## src/rtl/mem_dump_reader_pkg.sv

```systemverilog
// Shared types and default geometry for the test-memory dump reader.
// The reader walks a word range through the memory's test read port.
package mem_dump_pkg;

    localparam int DEF_ADDR_W = 16;
    localparam int DEF_WORD_W = 32;
    localparam int DEF_DEPTH  = 200;

    typedef enum logic [2:0] {
        IDLE,
        REQ,
        CAP,
        OUT,
        DONE
    } state_e;

endpackage

```

## src/rtl/mem_dump_reader_if.sv

```systemverilog
// Command, memory test-port and output-stream signals of the dump reader.
// master = the reader, slave = the memory/consumer environment around it.
interface mem_dump_reader_if
    import mem_dump_pkg::*;
#(
    parameter int ADDR_W = DEF_ADDR_W,
    parameter int WORD_W = DEF_WORD_W
);
    logic              start;
    logic [ADDR_W-1:0] base_addr;
    logic [ADDR_W-1:0] count;

    logic              mem_rwn;
    logic [ADDR_W-1:0] mem_addr;
    logic [WORD_W-1:0] mem_rdata;

    logic [WORD_W-1:0] out_data;
    logic              out_valid;
    logic              out_ready;

    logic              busy;
    logic              done;
    logic              err;
    logic [WORD_W-1:0] checksum;

    modport master (
        input  start, base_addr, count, mem_rdata, out_ready,
        output mem_rwn, mem_addr, out_data, out_valid, busy, done, err, checksum
    );

    modport slave (
        output start, base_addr, count, mem_rdata, out_ready,
        input  mem_rwn, mem_addr, out_data, out_valid, busy, done, err, checksum
    );

endinterface

```

## src/rtl/mem_dump_reader.sv

```systemverilog
// Reads base..base+count-1 from the test memory one word at a time, streams each
// word out on valid/ready and keeps an additive checksum of the accepted words.
module mem_dump_reader
    import mem_dump_pkg::*;
#(
    parameter int ADDR_W = DEF_ADDR_W,
    parameter int WORD_W = DEF_WORD_W,
    parameter int DEPTH  = DEF_DEPTH
) (
    input  logic              clk,
    input  logic              reset,
    mem_dump_reader_if.master bus
);

    state_e            state_q, state_d;
    logic [ADDR_W-1:0] cur_addr_q;
    logic [ADDR_W-1:0] last_addr_q;
    logic [ADDR_W-1:0] remaining_q;
    logic [WORD_W-1:0] out_data_q;
    logic [WORD_W-1:0] checksum_q;
    logic              out_valid_q;
    logic              err_q;

    logic [ADDR_W:0]   end_addr;
    logic              range_bad;
    logic              count_zero;
    logic              handshake;
    logic              last_word;
    logic              mem_rwn;
    logic              busy;
    logic              done;

    // One extra bit so base+count cannot wrap past the depth check.
    assign end_addr   = {1'b0, bus.base_addr} + {1'b0, bus.count};
    assign range_bad  = end_addr > (ADDR_W+1)'(DEPTH);
    assign count_zero = (bus.count == '0);
    assign handshake  = out_valid_q && bus.out_ready;
    assign last_word  = (remaining_q == ADDR_W'(1));

    always_ff @(posedge clk or negedge reset) begin
        if (!reset) state_q <= IDLE;
        else        state_q <= state_d;
    end

    always_comb begin
        state_d = state_q;
        mem_rwn = 1'b0;
        busy    = 1'b1;
        done    = 1'b0;
        unique case (state_q)
            IDLE: begin
                busy = 1'b0;
                if (bus.start && !range_bad) state_d = count_zero ? DONE : REQ;
            end
            REQ: begin
                mem_rwn = 1'b1;
                state_d = CAP;
            end
            CAP:  state_d = OUT;
            OUT:  if (handshake) state_d = last_word ? DONE : REQ;
            DONE: begin
                done    = 1'b1;
                state_d = IDLE;
            end
            default: state_d = IDLE;
        endcase
    end

    always_ff @(posedge clk or negedge reset) begin
        if (!reset) begin
            cur_addr_q  <= '0;
            last_addr_q <= '0;
            remaining_q <= '0;
            out_data_q  <= '0;
            checksum_q  <= '0;
            out_valid_q <= 1'b0;
            err_q       <= 1'b0;
        end else begin
            unique case (state_q)
                IDLE: begin
                    if (bus.start) begin
                        if (range_bad) begin
                            err_q <= 1'b1;
                        end else begin
                            err_q       <= 1'b0;
                            checksum_q  <= '0;
                            cur_addr_q  <= bus.base_addr;
                            remaining_q <= bus.count;
                        end
                    end
                end
                REQ: last_addr_q <= cur_addr_q;
                CAP: begin
                    out_data_q  <= bus.mem_rdata;
                    out_valid_q <= 1'b1;
                end
                OUT: begin
                    if (handshake) begin
                        checksum_q  <= checksum_q + out_data_q;
                        out_valid_q <= 1'b0;
                        remaining_q <= remaining_q - ADDR_W'(1);
                        if (!last_word) cur_addr_q <= cur_addr_q + ADDR_W'(1);
                    end
                end
                default: ;
            endcase
        end
    end

    // Address is live during REQ and otherwise parks on the last one read.
    assign bus.mem_addr  = (state_q == REQ) ? cur_addr_q : last_addr_q;
    assign bus.mem_rwn   = mem_rwn;
    assign bus.out_data  = out_data_q;
    assign bus.out_valid = out_valid_q;
    assign bus.busy      = busy;
    assign bus.done      = done;
    assign bus.err       = err_q;
    assign bus.checksum  = checksum_q;

endmodule

```

## src/flat_wrapper.sv

```systemverilog
// flat-port wrapper written by rule: the top's interface ports become plain ports
module mem_dump_reader_flat import mem_dump_pkg::*;
#(
    parameter int ADDR_W = DEF_ADDR_W,
    parameter int WORD_W = DEF_WORD_W,
    parameter int DEPTH  = DEF_DEPTH
)
  (clk, reset, bus_start, bus_base_addr, bus_count, bus_mem_rdata, bus_out_ready, bus_mem_rwn, bus_mem_addr, bus_out_data, bus_out_valid, bus_busy, bus_done, bus_err, bus_checksum);
  mem_dump_reader_if #(.ADDR_W(ADDR_W), .WORD_W(WORD_W)) bus_i ();
  input  logic clk;
  input  logic reset;
  input wire logic [$bits(bus_i.start)-1:0] bus_start;
  input wire logic [$bits(bus_i.base_addr)-1:0] bus_base_addr;
  input wire logic [$bits(bus_i.count)-1:0] bus_count;
  input wire logic [$bits(bus_i.mem_rdata)-1:0] bus_mem_rdata;
  input wire logic [$bits(bus_i.out_ready)-1:0] bus_out_ready;
  output wire logic [$bits(bus_i.mem_rwn)-1:0] bus_mem_rwn;
  output wire logic [$bits(bus_i.mem_addr)-1:0] bus_mem_addr;
  output wire logic [$bits(bus_i.out_data)-1:0] bus_out_data;
  output wire logic [$bits(bus_i.out_valid)-1:0] bus_out_valid;
  output wire logic [$bits(bus_i.busy)-1:0] bus_busy;
  output wire logic [$bits(bus_i.done)-1:0] bus_done;
  output wire logic [$bits(bus_i.err)-1:0] bus_err;
  output wire logic [$bits(bus_i.checksum)-1:0] bus_checksum;
  assign bus_i.start = bus_start;
  assign bus_i.base_addr = bus_base_addr;
  assign bus_i.count = bus_count;
  assign bus_i.mem_rdata = bus_mem_rdata;
  assign bus_i.out_ready = bus_out_ready;
  assign bus_mem_rwn = bus_i.mem_rwn;
  assign bus_mem_addr = bus_i.mem_addr;
  assign bus_out_data = bus_i.out_data;
  assign bus_out_valid = bus_i.out_valid;
  assign bus_busy = bus_i.busy;
  assign bus_done = bus_i.done;
  assign bus_err = bus_i.err;
  assign bus_checksum = bus_i.checksum;
  mem_dump_reader #(.ADDR_W(ADDR_W), .WORD_W(WORD_W), .DEPTH(DEPTH)) u_core (.clk(clk), .reset(reset), .bus(bus_i));
endmodule
```

## config.mk

```make
export PLATFORM = sky130hd
export DESIGN_NAME = mem_dump_reader_flat
export DESIGN_NICKNAME = d
export VERILOG_FILES = /design/src/rtl/mem_dump_reader_pkg.sv /design/src/rtl/mem_dump_reader_if.sv /design/src/rtl/mem_dump_reader.sv /design/src/flat_wrapper.sv
export SDC_FILE = /design/constraint.sdc
export NUM_CORES = 1
export LEC_CHECK = 0
export ABC_AREA = 0
export CORE_ASPECT_RATIO = 1.1
export CORE_MARGIN = 2
export CORE_UTILIZATION = 37
export CTS_BUF_LIST = sky130_fd_sc_hd__clkbuf_8
export DETAILED_ROUTE_END_ITERATION = 16
export GPL_TIMING_DRIVEN = 0
export SLEW_MARGIN = 20
export SYNTH_ARGS = -nofsm -noshare
export SYNTH_HDL_FRONTEND = slang
export SYNTH_SLANG_ARGS = --single-unit
```

## constraint.sdc

```tcl
create_clock -name clk -period 3.3 [get_ports clk]
set_input_delay 0.495 -clock clk [delete_from_list [all_inputs] [get_ports clk]]
set_output_delay 0.495 -clock clk [all_outputs]
set_load 0.01 [all_outputs]
```

==> flow_summary_export.csv <==
group,metric,value,unit
yosys,fraction_of_synthesis_flops_using_an_asynchronous_set_or_reset_pin,1.00,
die,num_io_pins,153,
die,chipHeight,156,um
yosys,postSynthCellCount,831,
worst_setup_path,worst_r2r_path_depth,10,
global_route,groute.usage.overall,0.224,
clock_network,cts_made_buffers,17,
drt,routedWlPerCell,19.2,um
global_route,maximum_number_of_pins_on_one_net_before_global_route_repair,61,
global_route,grt.met2_usage,0.368,
global_route,use_met1,0.293,
drt,viasPerCell,5.76,
pwr,leakagePower,4.74,nW
yosys,synth_xor_area_frac,0.0348,
yosys,syn_nets,951,
timing,hold_violations,0,
worst_setup_path,critical_path_peak_fanout,5,
worst_setup_path,timing_worst_setup_path_type,"in -> reg",
die,dieWidth,143,um
worst_setup_path,cp.arrival,3.62,ns
yosys,synth_adder_area_share,0.0852,
layout,area_growth,34.5,%
yosys,synth.ff_latch_count,117,
timing,hold_ws,0.0234,ns
die,row_count,55,
placement,place.gp.congestion,0.897,
global_route,first_global_vias,7370,
global_route,gr-total-overflow,0,
yosys,synth_flop_cell,"dfrtp_1",
flow_run,maxCapViolations,0,
timing,timing.slew.headroom,0.498,
yosys,synth.cell_area,7810,sq um
drt,detailroute.via_count,7377,
yosys,synth_top_family_by_area,"compound AO/OA/AOI/OAI gates",
global_route,grt_most_used_layer,"met2",
yosys,mux_share_of_post_synthesis_cell_area,0.0743,
global_route,grt.met3_usage,0.0545,
worst_setup_path,worstPathRequired,3.64,ns
worst_setup_path,critPathCaptureType,"flip-flop",
pwr,ir_worst_vdd,0.196,mV
yosys,post_synthesis_simple_gate_area_fraction,0.150,
timing,max_freq,305,MHz
yosys,synthesis.area_per_instance,9.40,sq um
layout,n_antenna_cell,0,
yosys,netlist-cell-type-count,65,
placement,dpl.hpwl,18100,um
layout,drive_gt1_frac,0.145,
global_route,antenna_found_initial,0,
die,die_area,22300,sq um
worst_hold_path,min-delay-path-class,"in -> async",
timing,setup-violations-final,0,
drt,initialDrtViolationCount,422,
layout,final_common_cell,"clkdlybuf4s50_1",
timing,finalCritPeriodShare,0.992,
layout,finish.net_count,1132,
global_route,grt_pass1_wl,39100,um
drt,number_of_drc_violations_after_detailed_routing,0,
timing,skew,0.0130,ns
die,start_util,0.378,
timing,report.final.slew_viol_count,0,
yosys,synth_compound_area_frac,0.250,
yosys,sequential_share_of_the_synthesized_area,0.375,
die,placeableCoreArea,20600,sq um
yosys,yosysWarningCount,0,
clock_network,cts_tree,"done",
clock_network,cts.htree.levels,4,
clock_network,clock_latency,0.46,ns
worst_setup_path,setup.worst_path.start_class,"input pin",
clock_network,worst_setup_hold_path_clk_slew,0.07,ns
timing,fin_tns_setup,0,ns
clock_network,cts_buffer_depth,2,
clock_network,root_buffer_cell,"clkbuf_8",
layout,final_cell_mix,"clkdlybuf4s50_1 (133), dfrtp_1 (116), a21oi_1 (68)",
placement,numPortBuffers,152,
drt,drt-pass1-iter-count,5,
drt,final_wirelength,24700,um
pwr,power.density_cell_area,308,nW/um^2
clock_network,postCtsHoldBufs,0,
clock_network,clock_sink_count,117,
outcome,outcome,"completed",
yosys,post_synth_edffs,0,
timing,timing.final.crit_period,3.27,ns
drt,ant_nets,0,
timing,worstMarginPinSlew,0.752,ns
-- logic make-up (layout without fill, tap and decap cells) --
family | after synthesis | count (layout)
AO/OA/AOI/OAI | 283 | 283
flip-flops | 117 | 117
XOR/XNOR | 31 | 31
buffers and inverters | 64 | 258
multiplexers | 52 | 52
AND/OR/NAND/NOR | 232 | 232
adder cells (fa/ha/maj) | 52 | 52
-- synth_stat cells, types with 5 or more instances --
| library cell | number | share of area |
|---|---|---|
| a211oi_1 | 9 | 0.0086 |
| a21o_1 | 27 | 0.026 |
| a21oi_1 | 70 | 0.045 |
| a22o_1 | 12 | 0.013 |
| a22oi_1 | 5 | 0.0048 |
| a2bb2oi_1 | 5 | 0.0056 |
| a31oi_1 | 18 | 0.014 |
| and2_1 | 7 | 0.0056 |
| and3_1 | 11 | 0.0088 |
| clkbuf_1 | 36 | 0.017 |
| dfrtp_1 | 117 | 0.37 |
| ha_1 | 50 | 0.080 |
| inv_1 | 22 | 0.011 |
| mux2_2 | 48 | 0.069 |
| nand2_1 | 41 | 0.020 |
| nand2b_1 | 5 | 0.0040 |
| nand3_1 | 32 | 0.020 |
| nand4_1 | 13 | 0.010 |
| nor2_1 | 55 | 0.026 |
| nor2b_1 | 8 | 0.0064 |
| nor3_1 | 22 | 0.014 |
| nor4_1 | 13 | 0.010 |
| o21a_1 | 8 | 0.0077 |
| o21ai_0 | 35 | 0.022 |
| o21bai_1 | 8 | 0.0077 |
| o22a_1 | 13 | 0.015 |
| o22ai_1 | 9 | 0.0072 |
| o2bb2ai_1 | 13 | 0.015 |
| o31ai_1 | 18 | 0.017 |
| or3_1 | 5 | 0.0040 |
| xnor2_1 | 18 | 0.020 |
| xor2_1 | 13 | 0.015 |
-- final cells by class --
class,count,area (sq um)
multi-input combinational,650,4920
buffer,36,170
sequential,117,2930
inverter,22,82.6
fill,1948,10100
tap,256,320
clock inverter,12,136
clock buffer,20,275
timing repair buffer,168,1680
-- routing by layer --
layer  vias to the layer above  wire length [um]
met3                        25              1420
met2                       245             11700
li1                       3539                 -
met1                      3568             11100
met5                         -                 0
met4                         0               426
-- power by group --
| part | switching, W | total (W) | internal [W] |
|---|---|---|---|
| clock network | 0.000607 | 0.00140 | 0.000793 |
| logic | 0.000201 | 0.000393 | 0.000192 |
| registers | 0.00000219 | 0.00144 | 0.00144 |
| total | 0.000811 | 0.00323 | 0.00242 |
-- stage by stage --
step	std cells	instance area, sq um	total power (W)	util	setup slack (ns)
2_1_floorplan	831	7830	0.00163	-	0.00393
3_3_place_gp	1239	9680	0.00180	0.469	-3.03
3_5_place_dp	1240	9710	0.00180	0.470	-1.34
4_1_cts	1283	10300	0.00323	0.500	-0.00793
5_1_grt	1281	10500	0.00337	0.509	-0.0210
6_report	1281	10500	0.00323	0.509	0.0254
-- worst paths after layout --
| path | startpoint | endpoint | slack (ns) |
|---|---|---|---|
| max | bus_count[1] | u_core.bus.checksum[16] | 0.03 |
| min in group clk | u_core.remaining_q[8] | u_core.remaining_q[8] | 0.49 |
| max in group asynchronous | reset | u_core.last_addr_q[8] | 2.56 |
| max reg2reg | u_core.bus.checksum[6] | u_core.bus.checksum[31] | 0.13 |
| min reg2reg | u_core.remaining_q[8] | u_core.remaining_q[8] | 0.49 |
| min | reset | u_core.bus.out_data[22] | 0.02 |
-- repair_timing --
item,in CTS,in global routing
endpoints found under the setup margin,77,74
resized for setup,40,43
buffers inserted,12,2
pin swaps,14,14
gates cloned,0,1
-- sequential cells by signal (all words and copies together), names as in the netlist --
name / count
u_core.bus.checksum: 32
u_core.bus.err: 1
u_core.bus.out_data: 32
u_core.bus.out_valid: 1
u_core.cur_addr_q: 16
u_core.last_addr_q: 16
u_core.remaining_q: 16
u_core.state_q: 3
-- critical path, cell delays in order --
cell and delay (ns):
dlygate4sd2_1 0.33, fa_2 0.46, a211oi_2 0.24, nor2_1 0.07, o22a_1 0.22, a221o_1 0.35
nor4b_1 0.17, a311oi_2 0.25, buf_4 0.18, and4_4 0.25, nor2_4 0.07, buf_6 0.15
buf_4 0.14, a22o_1 0.22
Note: power is estimated with default switching activity, not from simulation.
